--- src/rtl/forward_ctrl_pkg.sv ---
// Shared CPU definitions for the EX-stage forwarding controller: operand-mux
// select encodings, pipeline slot record and slot helpers.
package forward_ctrl_pkg;

  localparam int CPU_REG_AW = 6;

  typedef enum logic [1:0] {
    FWD_RF    = 2'b00,
    FWD_EXMEM = 2'b01,
    FWD_MEMWB = 2'b10
  } fwd_sel_t;

  typedef struct packed {
    logic                  valid;
    logic [CPU_REG_AW-1:0] rd;
    logic                  we;
    logic                  load;
  } slot_t;

  localparam slot_t SLOT_EMPTY = '{valid: 1'b0, rd: {CPU_REG_AW{1'b0}}, we: 1'b0, load: 1'b0};

  function automatic logic slot_writes(input slot_t s, input logic [CPU_REG_AW-1:0] r);
    return s.valid & s.we & (s.rd == r);
  endfunction

endpackage

--- src/rtl/forward_ctrl_if.sv ---
// Decode-to-forwarding handshake: decode fields in, operand selects and stall out.
interface forward_ctrl_if #(
  parameter int REG_AW = forward_ctrl_pkg::CPU_REG_AW
);
  logic              id_valid;
  logic [REG_AW-1:0] id_rs;
  logic [REG_AW-1:0] id_rt;
  logic              id_rs_used;
  logic              id_rt_used;
  logic [REG_AW-1:0] id_rd;
  logic              id_we;
  logic              id_load;
  logic              flush;
  logic [1:0]        fwd_a;
  logic [1:0]        fwd_b;
  logic              stall;

  modport master (
    output id_valid, id_rs, id_rt, id_rs_used, id_rt_used, id_rd, id_we, id_load, flush,
    input  fwd_a, fwd_b, stall
  );

  modport slave (
    input  id_valid, id_rs, id_rt, id_rs_used, id_rt_used, id_rd, id_we, id_load, flush,
    output fwd_a, fwd_b, stall
  );
endinterface

--- src/rtl/forward_ctrl_hazard.sv ---
// hazard_cmp: compares one decode source operand against the EX and MEM slots.
import forward_ctrl_pkg::*;

module hazard_cmp (
  input  logic [CPU_REG_AW-1:0] src,
  input  logic                  src_used,
  input  logic                  id_valid,
  input  slot_t                 ex_slot,
  input  slot_t                 mem_slot,
  output logic                  ex_fwd,
  output logic                  mem_match,
  output logic                  load_use
);

  logic ex_match_s;
  logic unused_mem_load_s;

  assign ex_match_s = slot_writes(ex_slot, src);
  assign ex_fwd     = src_used & ex_match_s;
  assign mem_match  = slot_writes(mem_slot, src);
  // A load in EX has no result yet, so a real reader of its rd must wait.
  assign load_use   = id_valid & src_used & ex_match_s & ex_slot.load;

  // The MEM slot keeps its load flag for completeness; forwarding never needs it.
  assign unused_mem_load_s = mem_slot.load;

endmodule

--- src/rtl/forward_ctrl.sv ---
// EX/MEM forwarding and load-use stall controller.
// Define FWD_MEMWB_EN to forward from MEM/WB; otherwise MEM hits stall decode.
import forward_ctrl_pkg::*;

module forward_ctrl #(
  parameter int REG_AW = CPU_REG_AW
) (
  input  logic           clk,
  input  logic           rst_n,
  forward_ctrl_if.slave  bus
);

  slot_t                 ex_r;
  slot_t                 mem_r;
  fwd_sel_t              fwd_a_r;
  fwd_sel_t              fwd_b_r;
  fwd_sel_t              fwd_a_nxt_s;
  fwd_sel_t              fwd_b_nxt_s;
  logic                  stall_s;
  logic [REG_AW-1:0]     id_rs_s;
  logic [REG_AW-1:0]     id_rt_s;
  logic [REG_AW-1:0]     id_rd_s;
  logic                  ex_fwd_a_s;
  logic                  ex_fwd_b_s;
  logic                  mem_match_a_s;
  logic                  mem_match_b_s;
  logic                  load_use_a_s;
  logic                  load_use_b_s;

  assign id_rs_s = bus.id_rs;
  assign id_rt_s = bus.id_rt;
  assign id_rd_s = bus.id_rd;

  hazard_cmp u_cmp_a (
    .src       (CPU_REG_AW'(id_rs_s)),
    .src_used  (bus.id_rs_used),
    .id_valid  (bus.id_valid),
    .ex_slot   (ex_r),
    .mem_slot  (mem_r),
    .ex_fwd    (ex_fwd_a_s),
    .mem_match (mem_match_a_s),
    .load_use  (load_use_a_s)
  );

  hazard_cmp u_cmp_b (
    .src       (CPU_REG_AW'(id_rt_s)),
    .src_used  (bus.id_rt_used),
    .id_valid  (bus.id_valid),
    .ex_slot   (ex_r),
    .mem_slot  (mem_r),
    .ex_fwd    (ex_fwd_b_s),
    .mem_match (mem_match_b_s),
    .load_use  (load_use_b_s)
  );

  // Stall and next operand selects for the instruction now in decode.
  always_comb begin
    stall_s     = load_use_a_s | load_use_b_s;
    fwd_a_nxt_s = FWD_RF;
    fwd_b_nxt_s = FWD_RF;
`ifdef FWD_MEMWB_EN
    if (ex_fwd_a_s) begin
      fwd_a_nxt_s = FWD_EXMEM;
    end else if (mem_match_a_s) begin
      fwd_a_nxt_s = FWD_MEMWB;
    end else begin
      fwd_a_nxt_s = FWD_RF;
    end
    if (ex_fwd_b_s) begin
      fwd_b_nxt_s = FWD_EXMEM;
    end else if (mem_match_b_s) begin
      fwd_b_nxt_s = FWD_MEMWB;
    end else begin
      fwd_b_nxt_s = FWD_RF;
    end
`else
    // Without a MEM/WB path, a reader must wait until the producer retires.
    stall_s = stall_s
            | (bus.id_valid & bus.id_rs_used & mem_match_a_s & ~ex_fwd_a_s)
            | (bus.id_valid & bus.id_rt_used & mem_match_b_s & ~ex_fwd_b_s);
    fwd_a_nxt_s = ex_fwd_a_s ? FWD_EXMEM : FWD_RF;
    fwd_b_nxt_s = ex_fwd_b_s ? FWD_EXMEM : FWD_RF;
`endif
    if (stall_s || !bus.id_valid) begin
      fwd_a_nxt_s = FWD_RF;
      fwd_b_nxt_s = FWD_RF;
    end else begin
      fwd_a_nxt_s = fwd_a_nxt_s;
      fwd_b_nxt_s = fwd_b_nxt_s;
    end
  end

  // Pipeline slots and registered selects; flush beats stall.
  always_ff @(posedge clk or negedge rst_n) begin
    if (!rst_n) begin
      ex_r    <= SLOT_EMPTY;
      mem_r   <= SLOT_EMPTY;
      fwd_a_r <= FWD_RF;
      fwd_b_r <= FWD_RF;
    end else if (bus.flush) begin
      ex_r    <= SLOT_EMPTY;
      mem_r   <= SLOT_EMPTY;
      fwd_a_r <= FWD_RF;
      fwd_b_r <= FWD_RF;
    end else begin
      mem_r   <= ex_r;
      fwd_a_r <= fwd_a_nxt_s;
      fwd_b_r <= fwd_b_nxt_s;
      if (stall_s) begin
        ex_r <= SLOT_EMPTY;
      end else begin
        ex_r <= '{valid: bus.id_valid, rd: CPU_REG_AW'(id_rd_s),
                  we: bus.id_we & bus.id_valid, load: bus.id_load};
      end
    end
  end

  assign bus.fwd_a = fwd_a_r;
  assign bus.fwd_b = fwd_b_r;
  assign bus.stall = stall_s;

endmodule

--- src/flat_wrapper.sv ---
// flat-port wrapper written by rule: the top's interface ports become plain ports
module forward_ctrl_flat 
#(
  parameter int REG_AW = CPU_REG_AW
)
  (clk, rst_n, bus_id_valid, bus_id_rs, bus_id_rt, bus_id_rs_used, bus_id_rt_used, bus_id_rd, bus_id_we, bus_id_load, bus_flush, bus_fwd_a, bus_fwd_b, bus_stall);
  forward_ctrl_if #(.REG_AW(REG_AW)) bus_i ();
  input  logic clk;
  input  logic rst_n;
  input wire logic [$bits(bus_i.id_valid)-1:0] bus_id_valid;
  input wire logic [$bits(bus_i.id_rs)-1:0] bus_id_rs;
  input wire logic [$bits(bus_i.id_rt)-1:0] bus_id_rt;
  input wire logic [$bits(bus_i.id_rs_used)-1:0] bus_id_rs_used;
  input wire logic [$bits(bus_i.id_rt_used)-1:0] bus_id_rt_used;
  input wire logic [$bits(bus_i.id_rd)-1:0] bus_id_rd;
  input wire logic [$bits(bus_i.id_we)-1:0] bus_id_we;
  input wire logic [$bits(bus_i.id_load)-1:0] bus_id_load;
  input wire logic [$bits(bus_i.flush)-1:0] bus_flush;
  output wire logic [$bits(bus_i.fwd_a)-1:0] bus_fwd_a;
  output wire logic [$bits(bus_i.fwd_b)-1:0] bus_fwd_b;
  output wire logic [$bits(bus_i.stall)-1:0] bus_stall;
  assign bus_i.id_valid = bus_id_valid;
  assign bus_i.id_rs = bus_id_rs;
  assign bus_i.id_rt = bus_id_rt;
  assign bus_i.id_rs_used = bus_id_rs_used;
  assign bus_i.id_rt_used = bus_id_rt_used;
  assign bus_i.id_rd = bus_id_rd;
  assign bus_i.id_we = bus_id_we;
  assign bus_i.id_load = bus_id_load;
  assign bus_i.flush = bus_flush;
  assign bus_fwd_a = bus_i.fwd_a;
  assign bus_fwd_b = bus_i.fwd_b;
  assign bus_stall = bus_i.stall;
  forward_ctrl #(.REG_AW(REG_AW)) u_core (.clk(clk), .rst_n(rst_n), .bus(bus_i));
endmodule
--- config.mk ---
export PLATFORM = sky130hd
export DESIGN_NAME = forward_ctrl_flat
export DESIGN_NICKNAME = d
export VERILOG_FILES = /design/src/rtl/forward_ctrl_pkg.sv /design/src/rtl/forward_ctrl_if.sv /design/src/rtl/forward_ctrl_hazard.sv /design/src/rtl/forward_ctrl.sv /design/src/flat_wrapper.sv
export SDC_FILE = /design/constraint.sdc
export NUM_CORES = 1
export LEC_CHECK = 0
export ABC_AREA = 0
export BUFFER_PORTS_ARGS = -buffer_cell sky130_fd_sc_hd__buf_2
export CAP_MARGIN = 20
export CORE_ASPECT_RATIO = 1.4
export CORE_MARGIN = 1.5
export CORE_UTILIZATION = 40
export DETAILED_ROUTE_END_ITERATION = 12
export PLACE_DENSITY = 0.63
export SLEW_MARGIN = 20
export SYNTH_ARGS = -nofsm -noshare
export SYNTH_HDL_FRONTEND = slang
export SYNTH_HIERARCHICAL = 1
export SYNTH_SLANG_ARGS = --single-unit
--- constraint.sdc ---
create_clock -name clk -period 2.2 [get_ports clk]
set_input_delay 0.44 -clock clk [delete_from_list [all_inputs] [get_ports clk]]
set_output_delay 0.44 -clock clk [all_outputs]
set_load 0.01 [all_outputs]
[After elaboration in Yosys (flattened, before gate mapping)]
Cells that the tools add are included.
Operators by class
  $add $sub $neg: 0
  $mul: 0
  divide/modulo/power cells: 0
  order comparisons: 0
  eq/ne operators: 4
  shifts and indexed selects: 0
  muxes and demuxes: 9
  bitwise logic cells: 24
  reduce and logical (&&, ||, !) cells: 2
Operators with widths (count)
  9-bit two-way mux: 3
  6-bit equality test: 4
  1-bit AND: 19
  2-bit two-way mux: 4
  1-bit bitwise OR: 3
  1-bit two-way mux: 2
  1-bit NOT: 2
  1-bit logical NOT: 1
  1-bit logical OR: 1
Word-level totals
  register bits after elaboration: 21
  latch bits: 0
  bits in writable memories: 0
  ROM bits: 0
  output and inout bits: 5
  memories kept: 0

[Longest topological paths before layout]
Gate-level depths: netlist (run 1).
  depth after elaboration: 10
  gate-level depth with buffers: 6

[By module]
Netlist (run 1), hierarchy kept.
By module, submodules not included
  forward_ctrl: instances 1, cells each 59, area an instance 823.3 um2, sequential area each 500.5 um2
  hazard_cmp: instances 2, cells each 21, area an instance 163.9 um2, sequential area each 0.0 um2

[Least setup slack after synthesis (run 1)]
Ideal clock, no wire load.
  path kind: input port to output port
  from: input port bus_id_rs[1]
  to: output port bus_stall
  arrival time: 1.749 ns
  data required time: 1.760 ns
  path slack: 0.011 ns
  cell stages on the path: 6
  buffers on the path: 1
  cells stage by stage: xnor2_1 nand4_1 nor3_1 and4b_1 buf_2 or4_1
On the way
  longest elaborated chain between the ends: 7
Ends and longest elaborated chain
  start: declaration: RTL line flat_wrapper.sv:11  | input wire logic [$bits(bus_i.id_rs)-1:0] bus_id_rs;
  6-bit equality test: RTL line forward_ctrl_pkg.sv:23  | return s.valid & s.we & (s.rd == r);
  1-bit AND: RTL line forward_ctrl_pkg.sv:23
  1-bit AND: RTL line forward_ctrl_hazard.sv:19  | assign ex_fwd = src_used & ex_match_s;
  via u_core.ex_fwd_a_s: RTL line forward_ctrl.sv:23  | logic ex_fwd_a_s;
  1-bit NOT: RTL line forward_ctrl.sv:79  | | (bus.id_valid & bus.id_rs_used & mem_match_a_s & ~ex_fwd_a_s)
  1-bit AND: RTL line forward_ctrl.sv:79
  1-bit bitwise OR: RTL line forward_ctrl.sv:79
  1-bit bitwise OR: RTL line forward_ctrl.sv:80  | | (bus.id_valid & bus.id_rt_used & mem_match_b_s & ~ex_fwd_b_s);
  end: declaration: RTL line flat_wrapper.sv:21  | output wire logic [$bits(bus_i.stall)-1:0] bus_stall;
The timed path passes the listed nets, and every way through them passes these cells.

[Final worst setup path (run 1)]
  from: register u_core/ex_r[2] in the netlist's numbering
  to: output port bus_stall
On the way
  longest elaborated chain between the ends: 7
Ends and longest elaborated chain
  start: declaration: RTL line forward_ctrl.sv:13  | slot_t ex_r;
  start signal: assignment: RTL line forward_ctrl.sv:112  | ex_r <= '{valid: bus.id_valid, rd: CPU_REG_AW'(id_rd_s),
  6-bit equality test: RTL line forward_ctrl_pkg.sv:23
  1-bit AND: RTL line forward_ctrl_pkg.sv:23
  1-bit AND: RTL line forward_ctrl_hazard.sv:19
  via u_core.ex_fwd_a_s: RTL line forward_ctrl.sv:23
  1-bit NOT: RTL line forward_ctrl.sv:79
  1-bit AND: RTL line forward_ctrl.sv:79
  1-bit bitwise OR: RTL line forward_ctrl.sv:79
  1-bit bitwise OR: RTL line forward_ctrl.sv:80
The timed path passes the listed nets, and every way through them passes these cells.

==> impl_metrics.prom, run 1 <==
# TYPE chip_impl_metric gauge
chip_impl_info{name="class_of_the_tightest_hold_or_removal_check",value="primary input to asynchronous set/reset pin"} 1
chip_impl_metric{name="clockBufferDepth",unit=""} 2
chip_impl_metric{name="avgRoutedWirePerCell",unit="um"} 13.2
chip_impl_metric{name="die_width",unit="um"} 47.7
chip_impl_metric{name="layout-drive-gt1-share",unit="%"} 41.4
chip_impl_metric{name="i_o_pin_cnt",unit=""} 31
chip_impl_info{name="outcome",value="finished, violations left"} 1
chip_impl_metric{name="cts.hold.buffers_added",unit=""} 0
chip_impl_metric{name="number_of_fill_cells_in_the_layout",unit=""} 251
chip_impl_metric{name="slew_viol_final",unit=""} 0
chip_impl_metric{name="reg2reg_slack",unit="ns"} 0.40
chip_impl_metric{name="post_drt_via_cell_ratio",unit=""} 4.91
chip_impl_metric{name="design.core.area",unit="sq mm"} 0.00264
chip_impl_metric{name="syn-instance-count",unit=""} 99
chip_impl_metric{name="placed_cell_area",unit="sq mm"} 0.00141
chip_impl_metric{name="pwr_density_cell",unit="mW/mm^2"} 466
chip_impl_metric{name="clock-sinks",unit=""} 19
chip_impl_info{name="crit_path_start",value="u_core/ex_r[2]$_DFF_PN0_"} 1
chip_impl_info{name="clock_tree.root_cell",value="sky130_fd_sc_hd__clkbuf_4"} 1
chip_impl_metric{name="critPathArrivalTime",unit="ns"} 2.08
chip_impl_metric{name="setup_slack",unit="ns"} -0.315
chip_impl_metric{name="number_of_global_route_vias_before_repair",unit=""} 935
chip_impl_info{name="crit_type",value="flip-flop to output port"} 1
chip_impl_metric{name="place.gp.congestion",unit=""} 0.908
chip_impl_metric{name="stdcell_area",unit="sq mm"} 0.00147
chip_impl_metric{name="worstSkewPairLatency",unit="ns"} 0.29
chip_impl_metric{name="insertedDiodeCount",unit=""} 0
chip_impl_metric{name="grt_pass1_wl",unit="um"} 4080
chip_impl_metric{name="multi_input_area",unit="sq um"} 646
chip_impl_metric{name="final_core_util",unit="%"} 55.5
chip_impl_metric{name="num_rows",unit=""} 22
chip_impl_metric{name="clk_pin_slew_worst_paths",unit="ns"} 0.11
chip_impl_metric{name="routed-via-count",unit=""} 888
chip_impl_metric{name="route.final.wire_length",unit="um"} 2400
chip_impl_metric{name="finalCritPeriodShare",unit="%"} 114
chip_impl_info{name="worst_r2r_endpoint",value="u_core/ex_r[1]$_DFF_PN0_"} 1
chip_impl_metric{name="finish.net_count",unit=""} 172
chip_impl_metric{name="synth_area",unit="sq mm"} 0.00112
chip_impl_metric{name="overall_global_routing_usage",unit="%"} 18.5
chip_impl_info{name="grt_setup_unrepaired",value="yes"} 1
chip_impl_metric{name="vdd.ir_drop.worst",unit="uV"} 385
chip_impl_metric{name="start_util",unit="%"} 42.3
chip_impl_metric{name="dpl_worst_slack",unit="ns"} -0.159
chip_impl_metric{name="ctsHtreeMaxLevel",unit=""} 1
chip_impl_metric{name="syn2layout_area_growth",unit="%"} 31.2
chip_impl_metric{name="fin_crit",unit="ns"} 2.52
chip_impl_metric{name="leakagePower",unit="uW"} 0.000708
chip_impl_metric{name="overflow",unit=""} 0
chip_impl_info{name="failing_checks",value="negative setup slack"} 1
chip_impl_metric{name="worst-r2r-cell-count",unit=""} 6
chip_impl_metric{name="cts-buffers-inserted",unit=""} 3
chip_impl_metric{name="grt_max_degree",unit=""} 20
chip_impl_metric{name="dp_wirelength",unit="um"} 1900
chip_impl_metric{name="max_freq",unit="MHz"} 398
chip_impl_metric{name="synth.avg_cell_area",unit="sq um"} 11.3
chip_impl_metric{name="design.die.area",unit="sq mm"} 0.00313
chip_impl_metric{name="max_cap_viol_count",unit=""} 0
chip_impl_metric{name="starting_drt_drc_count",unit=""} 27
chip_impl_metric{name="port-buffer-count",unit=""} 28
chip_impl_metric{name="clock-skew-final",unit="ns"} 0.00736
chip_impl_info{name="critical_path.endpoint_type",value="output port"} 1
chip_impl_metric{name="register_area",unit="sq um"} 475
chip_impl_metric{name="cp.required",unit="ns"} 1.76
chip_impl_metric{name="post-route-drc-count",unit=""} 0
chip_impl_metric{name="worst-path-max-fanout",unit=""} 3
chip_impl_metric{name="total_power",unit="uW"} 683
chip_impl_info{name="worstReg2RegStart",value="u_core/ex_r[6]$_DFF_PN0_"} 1
chip_impl_metric{name="synth-warning-count",unit=""} 6
chip_impl_info{name="setup.worst_path.end",value="bus_stall"} 1
chip_impl_info{name="clock_tree_from_tritoncts",value="built"} 1
chip_impl_metric{name="final-setup-viol-count",unit=""} 1
chip_impl_metric{name="first_pass_iters",unit=""} 4
chip_impl_metric{name="dieHeight",unit="um"} 65.6
chip_impl_metric{name="timing_hold_violations_final",unit=""} 0
chip_impl_metric{name="detail-route-antenna-nets",unit=""} 0
chip_impl_info{name="setup.worst_path.start_class",value="flip-flop"} 1
chip_impl_metric{name="antenna_found_initial",unit=""} 0
[flip-flops by register name (all words and copies together) (netlist names)]
register and cells:
u_core/ex_r 9, u_core/mem_r 8, u_core/bus.fwd_a 1, u_core/bus.fwd_b 1
[power breakdown]
| part | switching, uW | internal [uW] |
|---|---|---|
| clock network | 102 | 70.5 |
| registers | 12.2 | 363 |
| logic | 61.7 | 74.3 |
| total | 176 | 507 |
[worst max-delay path: stages, from the launching register on]
cell and delay (ns):
sky130_fd_sc_hd__dfrtp_1 0.42, sky130_fd_sc_hd__xnor2_1 0.21, sky130_fd_sc_hd__nand2_1 0.12, sky130_fd_sc_hd__nor3_2 0.19, sky130_fd_sc_hd__and4b_1 0.23, sky130_fd_sc_hd__or4_1 0.46
sky130_fd_sc_hd__buf_2 0.15
[placed cells by master, fill, tap and decap left out]
cell type / n
sky130_fd_sc_hd__or4_1: 1
sky130_fd_sc_hd__buf_2: 28
sky130_fd_sc_hd__dfrtp_1: 19
sky130_fd_sc_hd__nor4_2: 2
sky130_fd_sc_hd__clkbuf_4: 3
sky130_fd_sc_hd__and4b_1: 2
sky130_fd_sc_hd__nor3b_2: 2
sky130_fd_sc_hd__buf_4: 18
sky130_fd_sc_hd__conb_1: 2
sky130_fd_sc_hd__or4b_1: 7
sky130_fd_sc_hd__xor2_1: 4
sky130_fd_sc_hd__or4b_4: 1
sky130_fd_sc_hd__nand4_1: 2
sky130_fd_sc_hd__xnor2_1: 20
sky130_fd_sc_hd__nor3_1: 7
sky130_fd_sc_hd__nand3_1: 6
sky130_fd_sc_hd__and3b_1: 2
sky130_fd_sc_hd__nor4b_4: 1
sky130_fd_sc_hd__nor3_2: 3
sky130_fd_sc_hd__nor4_4: 2
sky130_fd_sc_hd__nand2_1: 4
sky130_fd_sc_hd__and2b_1: 8
sky130_fd_sc_hd__clkbuf_1: 1
[per-layer routing]
metal | global-route usage [%] | wire [um]
met1 | 22.5 | 978
met2 | 31.0 | 1330
met3 | 3.30 | 65
met4 | 7.09 | 23
met5 | 0 | 0
[how the worst min path moves through the flow]
stage | slack [ns] | from | endpoint
after floorplan | 0.14 | rst_n | u_core/bus.fwd_a[0]$_DFF_PN0_
after global placement | 0.40 | rst_n | u_core/ex_r[6]$_DFF_PN0_
after detailed placement | 0.40 | rst_n | u_core/ex_r[4]$_DFF_PN0_
after CTS | 0.08 | rst_n | u_core/ex_r[0]$_DFF_PN0_
after global routing | 0.07 | rst_n | u_core/mem_r[7]$_DFF_PN0_
final | 0.06 | rst_n | u_core/mem_r[7]$_DFF_PN0_
[what timing repair did]
| item | in CTS | in global routing |
|---|---|---|
| pin swaps | 1 | 1 |
| resized for setup | 3 | 1 |
| endpoints found under the setup margin | 1 | 1 |
| buffers inserted | 0 | 1 |
[stage by stage]
step                hold slack [ns]  cells  setup TNS, ns
detailed placement            0.403    176         -0.159
floorplan                     0.144    100              0
global placement              0.400    176         -0.147
global route                 0.0716    181         -0.479
CTS                          0.0759    180         -0.339
finish                       0.0607    181         -0.315
[area by class of cell]
| type | count | area share [%] |
|---|---|---|
| Multi-Input combinational cell | 76 | 44.0 |
| Clock buffer | 4 | 1.79 |
| Sequential cell | 19 | 32.4 |
| Timing Repair Buffer | 46 | 18.8 |
| Tap cell | 36 | 3.07 |
(Power assumes the default switching activity.)
==> run 2: changes to the inputs <==
--- a/config.mk
+++ b/config.mk
@@ -5,14 +5,15 @@
 export SDC_FILE = /design/constraint.sdc
 export NUM_CORES = 1
 export LEC_CHECK = 0
-export ABC_AREA = 0
+export ABC_AREA = 1
+export ABC_CLOCK_PERIOD_IN_PS = 2200
 export BUFFER_PORTS_ARGS = -buffer_cell sky130_fd_sc_hd__buf_2
 export CAP_MARGIN = 20
 export CORE_ASPECT_RATIO = 1.4
 export CORE_MARGIN = 1.5
 export CORE_UTILIZATION = 40
 export DETAILED_ROUTE_END_ITERATION = 12
-export PLACE_DENSITY = 0.63
+export PLACE_DENSITY = 0.62
 export SLEW_MARGIN = 20
 export SYNTH_ARGS = -nofsm -noshare
 export SYNTH_HDL_FRONTEND = slang
==> impl_metrics.prom, run 2 <==
# TYPE chip_impl_metric gauge
chip_impl_metric{name="clk_pin_slew_worst_paths",unit="ns"} 0.11
chip_impl_metric{name="clock-sinks",unit=""} 19
chip_impl_metric{name="routed-via-count",unit=""} 1040
chip_impl_metric{name="layout-drive-gt1-share",unit="%"} 24.4
chip_impl_metric{name="synth_area",unit="sq mm"} 0.00113
chip_impl_metric{name="avgRoutedWirePerCell",unit="um"} 10.3
chip_impl_metric{name="i_o_pin_cnt",unit=""} 31
chip_impl_metric{name="dp_wirelength",unit="um"} 1950
chip_impl_metric{name="finalCritPeriodShare",unit="%"} 96.9
chip_impl_metric{name="pwr_density_cell",unit="mW/mm^2"} 487
chip_impl_metric{name="final-setup-viol-count",unit=""} 0
chip_impl_metric{name="max_cap_viol_count",unit=""} 0
chip_impl_metric{name="cts.hold.buffers_added",unit=""} 0
chip_impl_metric{name="place.gp.congestion",unit=""} 0.812
chip_impl_metric{name="final_core_util",unit="%"} 51.7
chip_impl_metric{name="clockBufferDepth",unit=""} 2
chip_impl_metric{name="timing_hold_violations_final",unit=""} 0
chip_impl_metric{name="overflow",unit=""} 0
chip_impl_metric{name="leakagePower",unit="uW"} 0.000745
chip_impl_metric{name="syn2layout_area_growth",unit="%"} 21.1
chip_impl_metric{name="cp.required",unit="ns"} 1.76
chip_impl_info{name="outcome",value="completed"} 1
chip_impl_metric{name="design.die.area",unit="sq mm"} 0.00315
chip_impl_metric{name="finish.net_count",unit=""} 224
chip_impl_info{name="grt-busiest-layer",value="met2"} 1
chip_impl_metric{name="grt_pass1_wl",unit="um"} 3960
chip_impl_metric{name="grt.met1_usage",unit="%"} 17.7
chip_impl_metric{name="gr-usage-met2",unit="%"} 33.5
chip_impl_info{name="class_of_the_tightest_hold_or_removal_check",value="primary input to asynchronous set/reset pin"} 1
chip_impl_metric{name="vdd.ir_drop.worst",unit="uV"} 363
chip_impl_metric{name="fin_crit",unit="ns"} 2.13
chip_impl_metric{name="post_drt_via_cell_ratio",unit=""} 4.46
chip_impl_info{name="clock_tree.root_cell",value="sky130_fd_sc_hd__clkbuf_4"} 1
chip_impl_metric{name="start_util",unit="%"} 42.7
chip_impl_metric{name="synth.avg_cell_area",unit="sq um"} 6.87
chip_impl_metric{name="number_of_fill_cells_in_the_layout",unit=""} 292
chip_impl_metric{name="number_of_global_route_vias_before_repair",unit=""} 1018
chip_impl_metric{name="antenna_found_initial",unit=""} 0
chip_impl_metric{name="groute.layer.met3.usage",unit="%"} 1.91
chip_impl_info{name="final_common_cell",value="sky130_fd_sc_hd__nand2_1"} 1
chip_impl_info{name="clock_tree_from_tritoncts",value="built"} 1
chip_impl_info{name="layout.cells.most_common_list",value="sky130_fd_sc_hd__nand2_1 (46), sky130_fd_sc_hd__inv_1 (31), sky130_fd_sc_hd__nor2_1 (28)"} 1
chip_impl_metric{name="clock-skew-final",unit="ns"} 0.00359
chip_impl_metric{name="ctsHtreeMaxLevel",unit=""} 1
chip_impl_metric{name="max_freq",unit="MHz"} 469
chip_impl_metric{name="design.core.area",unit="sq mm"} 0.00264
chip_impl_metric{name="route.final.wire_length",unit="um"} 2400
chip_impl_metric{name="slew_viol_final",unit=""} 0
chip_impl_metric{name="multi_input_area",unit="sq um"} 513
chip_impl_metric{name="grt_max_degree",unit=""} 20
chip_impl_info{name="registers.top_by_ff_count",value="u_core/ex_r"} 1
chip_impl_metric{name="register_area",unit="sq um"} 475
chip_impl_metric{name="insertedDiodeCount",unit=""} 0
chip_impl_info{name="crit_type",value="flip-flop to output port"} 1
chip_impl_metric{name="critPathArrivalTime",unit="ns"} 1.69
chip_impl_metric{name="port-buffer-count",unit=""} 28
chip_impl_metric{name="overall_global_routing_usage",unit="%"} 18.0
chip_impl_metric{name="worst-path-max-fanout",unit=""} 5
chip_impl_metric{name="setup_tns",unit="ns"} 0
chip_impl_metric{name="syn-instance-count",unit=""} 164
chip_impl_metric{name="worstSkewPairLatency",unit="ns"} 0.29
chip_impl_metric{name="worst-r2r-cell-count",unit=""} 8
chip_impl_info{name="worstReg2RegStart",value="u_core/ex_r[4]$_DFF_PN0_"} 1
chip_impl_info{name="worst_r2r_endpoint",value="u_core/bus.fwd_a[0]$_DFF_PN0_"} 1
chip_impl_metric{name="synth-warning-count",unit=""} 6
chip_impl_info{name="grt_setup_unrepaired",value="yes"} 1
chip_impl_metric{name="detail-route-antenna-nets",unit=""} 0
chip_impl_metric{name="largest_register_ffs",unit=""} 9
chip_impl_metric{name="num_rows",unit=""} 22
chip_impl_metric{name="reg2reg_slack",unit="ns"} 0.52
chip_impl_info{name="biggestRegsByFlops",value="u_core/ex_r: 9 flops, u_core/mem_r: 8 flops"} 1
chip_impl_metric{name="post-route-drc-count",unit=""} 0
chip_impl_metric{name="dieHeight",unit="um"} 65.8
chip_impl_metric{name="cts-buffers-inserted",unit=""} 3
chip_impl_metric{name="starting_drt_drc_count",unit=""} 26
chip_impl_info{name="setup.worst_path.start_class",value="flip-flop"} 1
chip_impl_metric{name="die_width",unit="um"} 47.9
chip_impl_metric{name="first_pass_iters",unit=""} 4
chip_impl_info{name="critical_path.endpoint_type",value="output port"} 1
run 2: what timing repair did:
item | in CTS | in global routing
pin swaps | 0 | 5
endpoints found under the hold margin | 0 | 0
buffers inserted | 0 | 3
setup endpoints to repair | 1 | 1
resized for setup | 1 | 3
run 2: worst max-delay path by stage:
stage                        startpoint         to
6_report       u_core/ex_r[4]$_DFF_PN0_  bus_stall
5_1_grt        u_core/ex_r[3]$_DFF_PN0_  bus_stall
4_1_cts        u_core/ex_r[4]$_DFF_PN0_  bus_stall
3_5_place_dp               bus_id_rs[2]  bus_stall
3_3_place_gp               bus_id_rs[2]  bus_stall
2_1_floorplan              bus_id_rs[0]  bus_stall
run 2: layer usage:
layer  part of all wire, %  routed length (um)  up-vias
met5                     0                   0        -
met4                   1.9                  46        0
met3                   4.0                  95        4
met2                    57                1370       27
met1                    37                 885      469
li1                      -                   -      540
run 2: critical path: stages (launching register included):
cell,delay [ns]
sky130_fd_sc_hd__dfrtp_1,0.43
sky130_fd_sc_hd__xnor2_1,0.22
sky130_fd_sc_hd__nand3_1,0.16
sky130_fd_sc_hd__nor2_1,0.13
sky130_fd_sc_hd__inv_1,0.06
sky130_fd_sc_hd__nand4_1,0.13
sky130_fd_sc_hd__nand3_4,0.12
sky130_fd_sc_hd__buf_6,0.14
run 2: cell type report:
class	instances	area share (%)
clock buffer	3	1.65
clock inverter	1	0.367
sequential	19	34.8
timing repair buffer	31	12.4
inverter	36	9.90
tap	36	3.30
multi-input combinational	107	37.6
run 2: stage by stage:
| stage | setup slack (ns) | cells | cell area (sq um) | hold WS, ns | power, uW |
|---|---|---|---|---|---|
| floorplan | 0.646 | 165 | 1130 | 0.144 | 448 |
| global placement | 0.259 | 226 | 1300 | 0.399 | 494 |
| detailed placement | 0.189 | 226 | 1300 | 0.404 | 498 |
| CTS | 0.0111 | 230 | 1330 | 0.0697 | 673 |
| global route | -0.0724 | 233 | 1370 | 0.0727 | 713 |
| finish | 0.0684 | 233 | 1370 | 0.0648 | 664 |
run 2: power by group:
part / internal (uW) / switching [uW]
clock network: 67.6 / 105
registers: 363 / 12.7
logic: 48.7 / 67.3
==> run 3: changes to the inputs <==
--- a/config.mk
+++ b/config.mk
@@ -14,6 +14,7 @@
 export CORE_UTILIZATION = 40
 export DETAILED_ROUTE_END_ITERATION = 12
 export PLACE_DENSITY = 0.62
+export RECOVER_POWER = 100
 export SLEW_MARGIN = 20
 export SYNTH_ARGS = -nofsm -noshare
 export SYNTH_HDL_FRONTEND = slang
==> impl_metrics.prom, run 3 (synthesized netlist as in run 2, its figures left out) <==
# TYPE chip_impl_metric gauge
chip_impl_info{name="worstReg2RegStart",value="u_core/ex_r[4]$_DFF_PN0_"} 1
chip_impl_info{name="clock_tree.root_cell",value="sky130_fd_sc_hd__clkbuf_4"} 1
chip_impl_metric{name="finalNonFillerCells",unit=""} 233
chip_impl_metric{name="design.die.area",unit="sq mm"} 0.00315
chip_impl_metric{name="placed_cell_area",unit="sq mm"} 0.00130
chip_impl_info{name="outcome",value="completed"} 1
chip_impl_info{name="worst_r2r_endpoint",value="u_core/bus.fwd_a[0]$_DFF_PN0_"} 1
chip_impl_metric{name="final_core_util",unit="%"} 51.5
chip_impl_metric{name="clock-sinks",unit=""} 19
chip_impl_metric{name="stdcell_area",unit="sq mm"} 0.00136
chip_impl_metric{name="die_width",unit="um"} 47.9
chip_impl_metric{name="cts-buffers-inserted",unit=""} 3
chip_impl_metric{name="clk_pin_slew_worst_paths",unit="ns"} 0.11
chip_impl_info{name="critical_path.cell_chain",value="xnor2_1 > nand3_1 > nor2_1 > inv_1 > nand4_1 > nand3_4 > buf_6"} 1
chip_impl_metric{name="i_o_pin_cnt",unit=""} 31
chip_impl_info{name="crit_type",value="flip-flop to output port"} 1
chip_impl_metric{name="grt_max_degree",unit=""} 20
chip_impl_metric{name="grt_pass1_wl",unit="um"} 3960
chip_impl_metric{name="insertedDiodeCount",unit=""} 0
chip_impl_info{name="clock_tree_from_tritoncts",value="built"} 1
chip_impl_metric{name="num_rows",unit=""} 22
chip_impl_info{name="final_common_cell",value="sky130_fd_sc_hd__nand2_1"} 1
chip_impl_metric{name="timing_hold_violations_final",unit=""} 0
chip_impl_metric{name="count_of_placed_standard_cells_including_taps",unit=""} 226
chip_impl_info{name="layout.cells.most_common_list",value="sky130_fd_sc_hd__nand2_1 (46), sky130_fd_sc_hd__inv_1 (31), sky130_fd_sc_hd__nor2_1 (28)"} 1
chip_impl_metric{name="max_cap_viol_count",unit=""} 0
chip_impl_metric{name="port-buffer-count",unit=""} 28
chip_impl_info{name="registers.top_by_ff_count",value="u_core/ex_r"} 1
chip_impl_metric{name="vdd.ir_drop.worst",unit="uV"} 363
chip_impl_info{name="grt_setup_unrepaired",value="yes"} 1
chip_impl_info{name="setup.worst_path.start_class",value="flip-flop"} 1
chip_impl_metric{name="clock-skew-final",unit="ns"} 0.00359
chip_impl_metric{name="final-setup-viol-count",unit=""} 0
chip_impl_metric{name="total_power",unit="uW"} 664
chip_impl_info{name="critical_path.endpoint_type",value="output port"} 1
chip_impl_metric{name="layout-drive-gt1-share",unit="%"} 22.8
chip_impl_metric{name="syn2layout_area_growth",unit="%"} 20.8
chip_impl_metric{name="post-route-drc-count",unit=""} 0
chip_impl_metric{name="avgRoutedWirePerCell",unit="um"} 10.3
chip_impl_metric{name="clockBufferDepth",unit=""} 2
chip_impl_metric{name="slew_headroom",unit="%"} 31.6
chip_impl_metric{name="overall_global_routing_usage",unit="%"} 18.0
chip_impl_metric{name="routed-via-count",unit=""} 1040
chip_impl_metric{name="number_of_fill_cells_in_the_layout",unit=""} 290
chip_impl_metric{name="ctsHtreeMaxLevel",unit=""} 1
chip_impl_metric{name="peak_per_stage_delay_on_the_critical_path",unit="ns"} 0.43
chip_impl_metric{name="cts.hold.buffers_added",unit=""} 0
chip_impl_metric{name="setup_tns",unit="ns"} 0
chip_impl_metric{name="finish.net_count",unit=""} 224
chip_impl_metric{name="route.final.wire_length",unit="um"} 2410
chip_impl_metric{name="leakagePower",unit="uW"} 0.000734
chip_impl_metric{name="largest_register_ffs",unit=""} 9
chip_impl_metric{name="design.core.area",unit="sq mm"} 0.00264
chip_impl_metric{name="worst_slew_pin_slew",unit="ns"} 1.03
chip_impl_metric{name="start_util",unit="%"} 42.7
chip_impl_metric{name="worst-r2r-cell-count",unit=""} 8
chip_impl_info{name="slowest_stage",value="sky130_fd_sc_hd__dfrtp_1"} 1
chip_impl_metric{name="overflow",unit=""} 0
chip_impl_metric{name="pwr_density_cell",unit="mW/mm^2"} 488
chip_impl_metric{name="fin_crit",unit="ns"} 2.13
chip_impl_metric{name="slew_viol_final",unit=""} 0
chip_impl_metric{name="post_drt_via_cell_ratio",unit=""} 4.46
chip_impl_info{name="biggestRegsByFlops",value="u_core/ex_r: 9 flops, u_core/mem_r: 8 flops"} 1
chip_impl_metric{name="dieHeight",unit="um"} 65.8
chip_impl_metric{name="place.gp.congestion",unit=""} 0.812
chip_impl_metric{name="cp.required",unit="ns"} 1.76
chip_impl_info{name="class_of_the_tightest_hold_or_removal_check",value="primary input to asynchronous set/reset pin"} 1
chip_impl_metric{name="first_pass_iters",unit=""} 4
chip_impl_metric{name="max_freq",unit="MHz"} 469
chip_impl_metric{name="detail-route-antenna-nets",unit=""} 0
chip_impl_metric{name="starting_drt_drc_count",unit=""} 26
chip_impl_metric{name="number_of_global_route_vias_before_repair",unit=""} 1018
chip_impl_metric{name="worst-path-max-fanout",unit=""} 5
chip_impl_metric{name="finalCritPeriodShare",unit="%"} 96.9
chip_impl_metric{name="worstSkewPairLatency",unit="ns"} 0.29
chip_impl_metric{name="antenna_found_initial",unit=""} 0
chip_impl_metric{name="reg2reg_slack",unit="ns"} 0.52
chip_impl_metric{name="dp_wirelength",unit="um"} 1950
chip_impl_metric{name="critPathArrivalTime",unit="ns"} 1.69
## run 3: changes by cell type in the layout (fill, tap and decap cells not counted)
cell                       change
sky130_fd_sc_hd__clkbuf_1      +3
sky130_fd_sc_hd__buf_2         -3
## run 3: metrics by stage
step           setup WS, ns  hold slack [ns]
2_1_floorplan         0.646            0.144
3_3_place_gp          0.259            0.399
3_5_place_dp          0.189            0.404
4_1_cts              0.0111           0.0697
5_1_grt             -0.0724            0.326
6_report             0.0684            0.289
## run 3: timing repair
action	4_1_cts	5_1_grt
gates resized for setup	1	3
endpoints found under the setup margin	1	1
setup buffers	0	3
pin swaps	0	5
endpoints found under the hold margin	0	0
## run 3: routing by layer
layer  up-vias  GRT usage (%)  share of wire, %
li1        540              -                 -
met4         0           9.46               1.9
met3         4           1.91               4.0
met1       469           17.7                37
met5         -              0                 0
met2        27           33.5                57
## run 3: worst max-delay path by stage
stage / startpoint / cells after the start / endpoint
floorplan: bus_id_rs[0] / 6 / bus_stall
global placement: bus_id_rs[2] / 8 / bus_stall
detailed placement: bus_id_rs[2] / 8 / bus_stall
CTS: u_core/ex_r[4]$_DFF_PN0_ / 7 / bus_stall
global route: u_core/ex_r[3]$_DFF_PN0_ / 10 / bus_stall
finish: u_core/ex_r[4]$_DFF_PN0_ / 7 / bus_stall
## run 3: power by group
| group | internal, uW | leakage (uW) | total, uW | switching, uW |
|---|---|---|---|---|
| logic | 48.4 | 0.000464 | 116 | 67.3 |
| registers | 363 | 0.000252 | 375 | 12.7 |
| clock network | 67.6 | 0.0000177 | 173 | 105 |
## run 3: area by class of cell
class                           instances  area (sq um)  area share [%]
Clock inverter                          1          5.00           0.368
Multi-Input combinational cell        107           513            37.7
Timing Repair Buffer                   31           165            12.1
Clock buffer                            3          22.5            1.65
Sequential cell                        19           475            34.9
Inverter                               36           135            9.93
Tap cell                               36          45.0            3.31
## run 3: critical path, delay by kind of cell, from the launching register on
kind	cells	cell delay, ns
simple gates	4	0.54
flops	1	0.43
xor+xnor	1	0.22
buf+inv	2	0.20
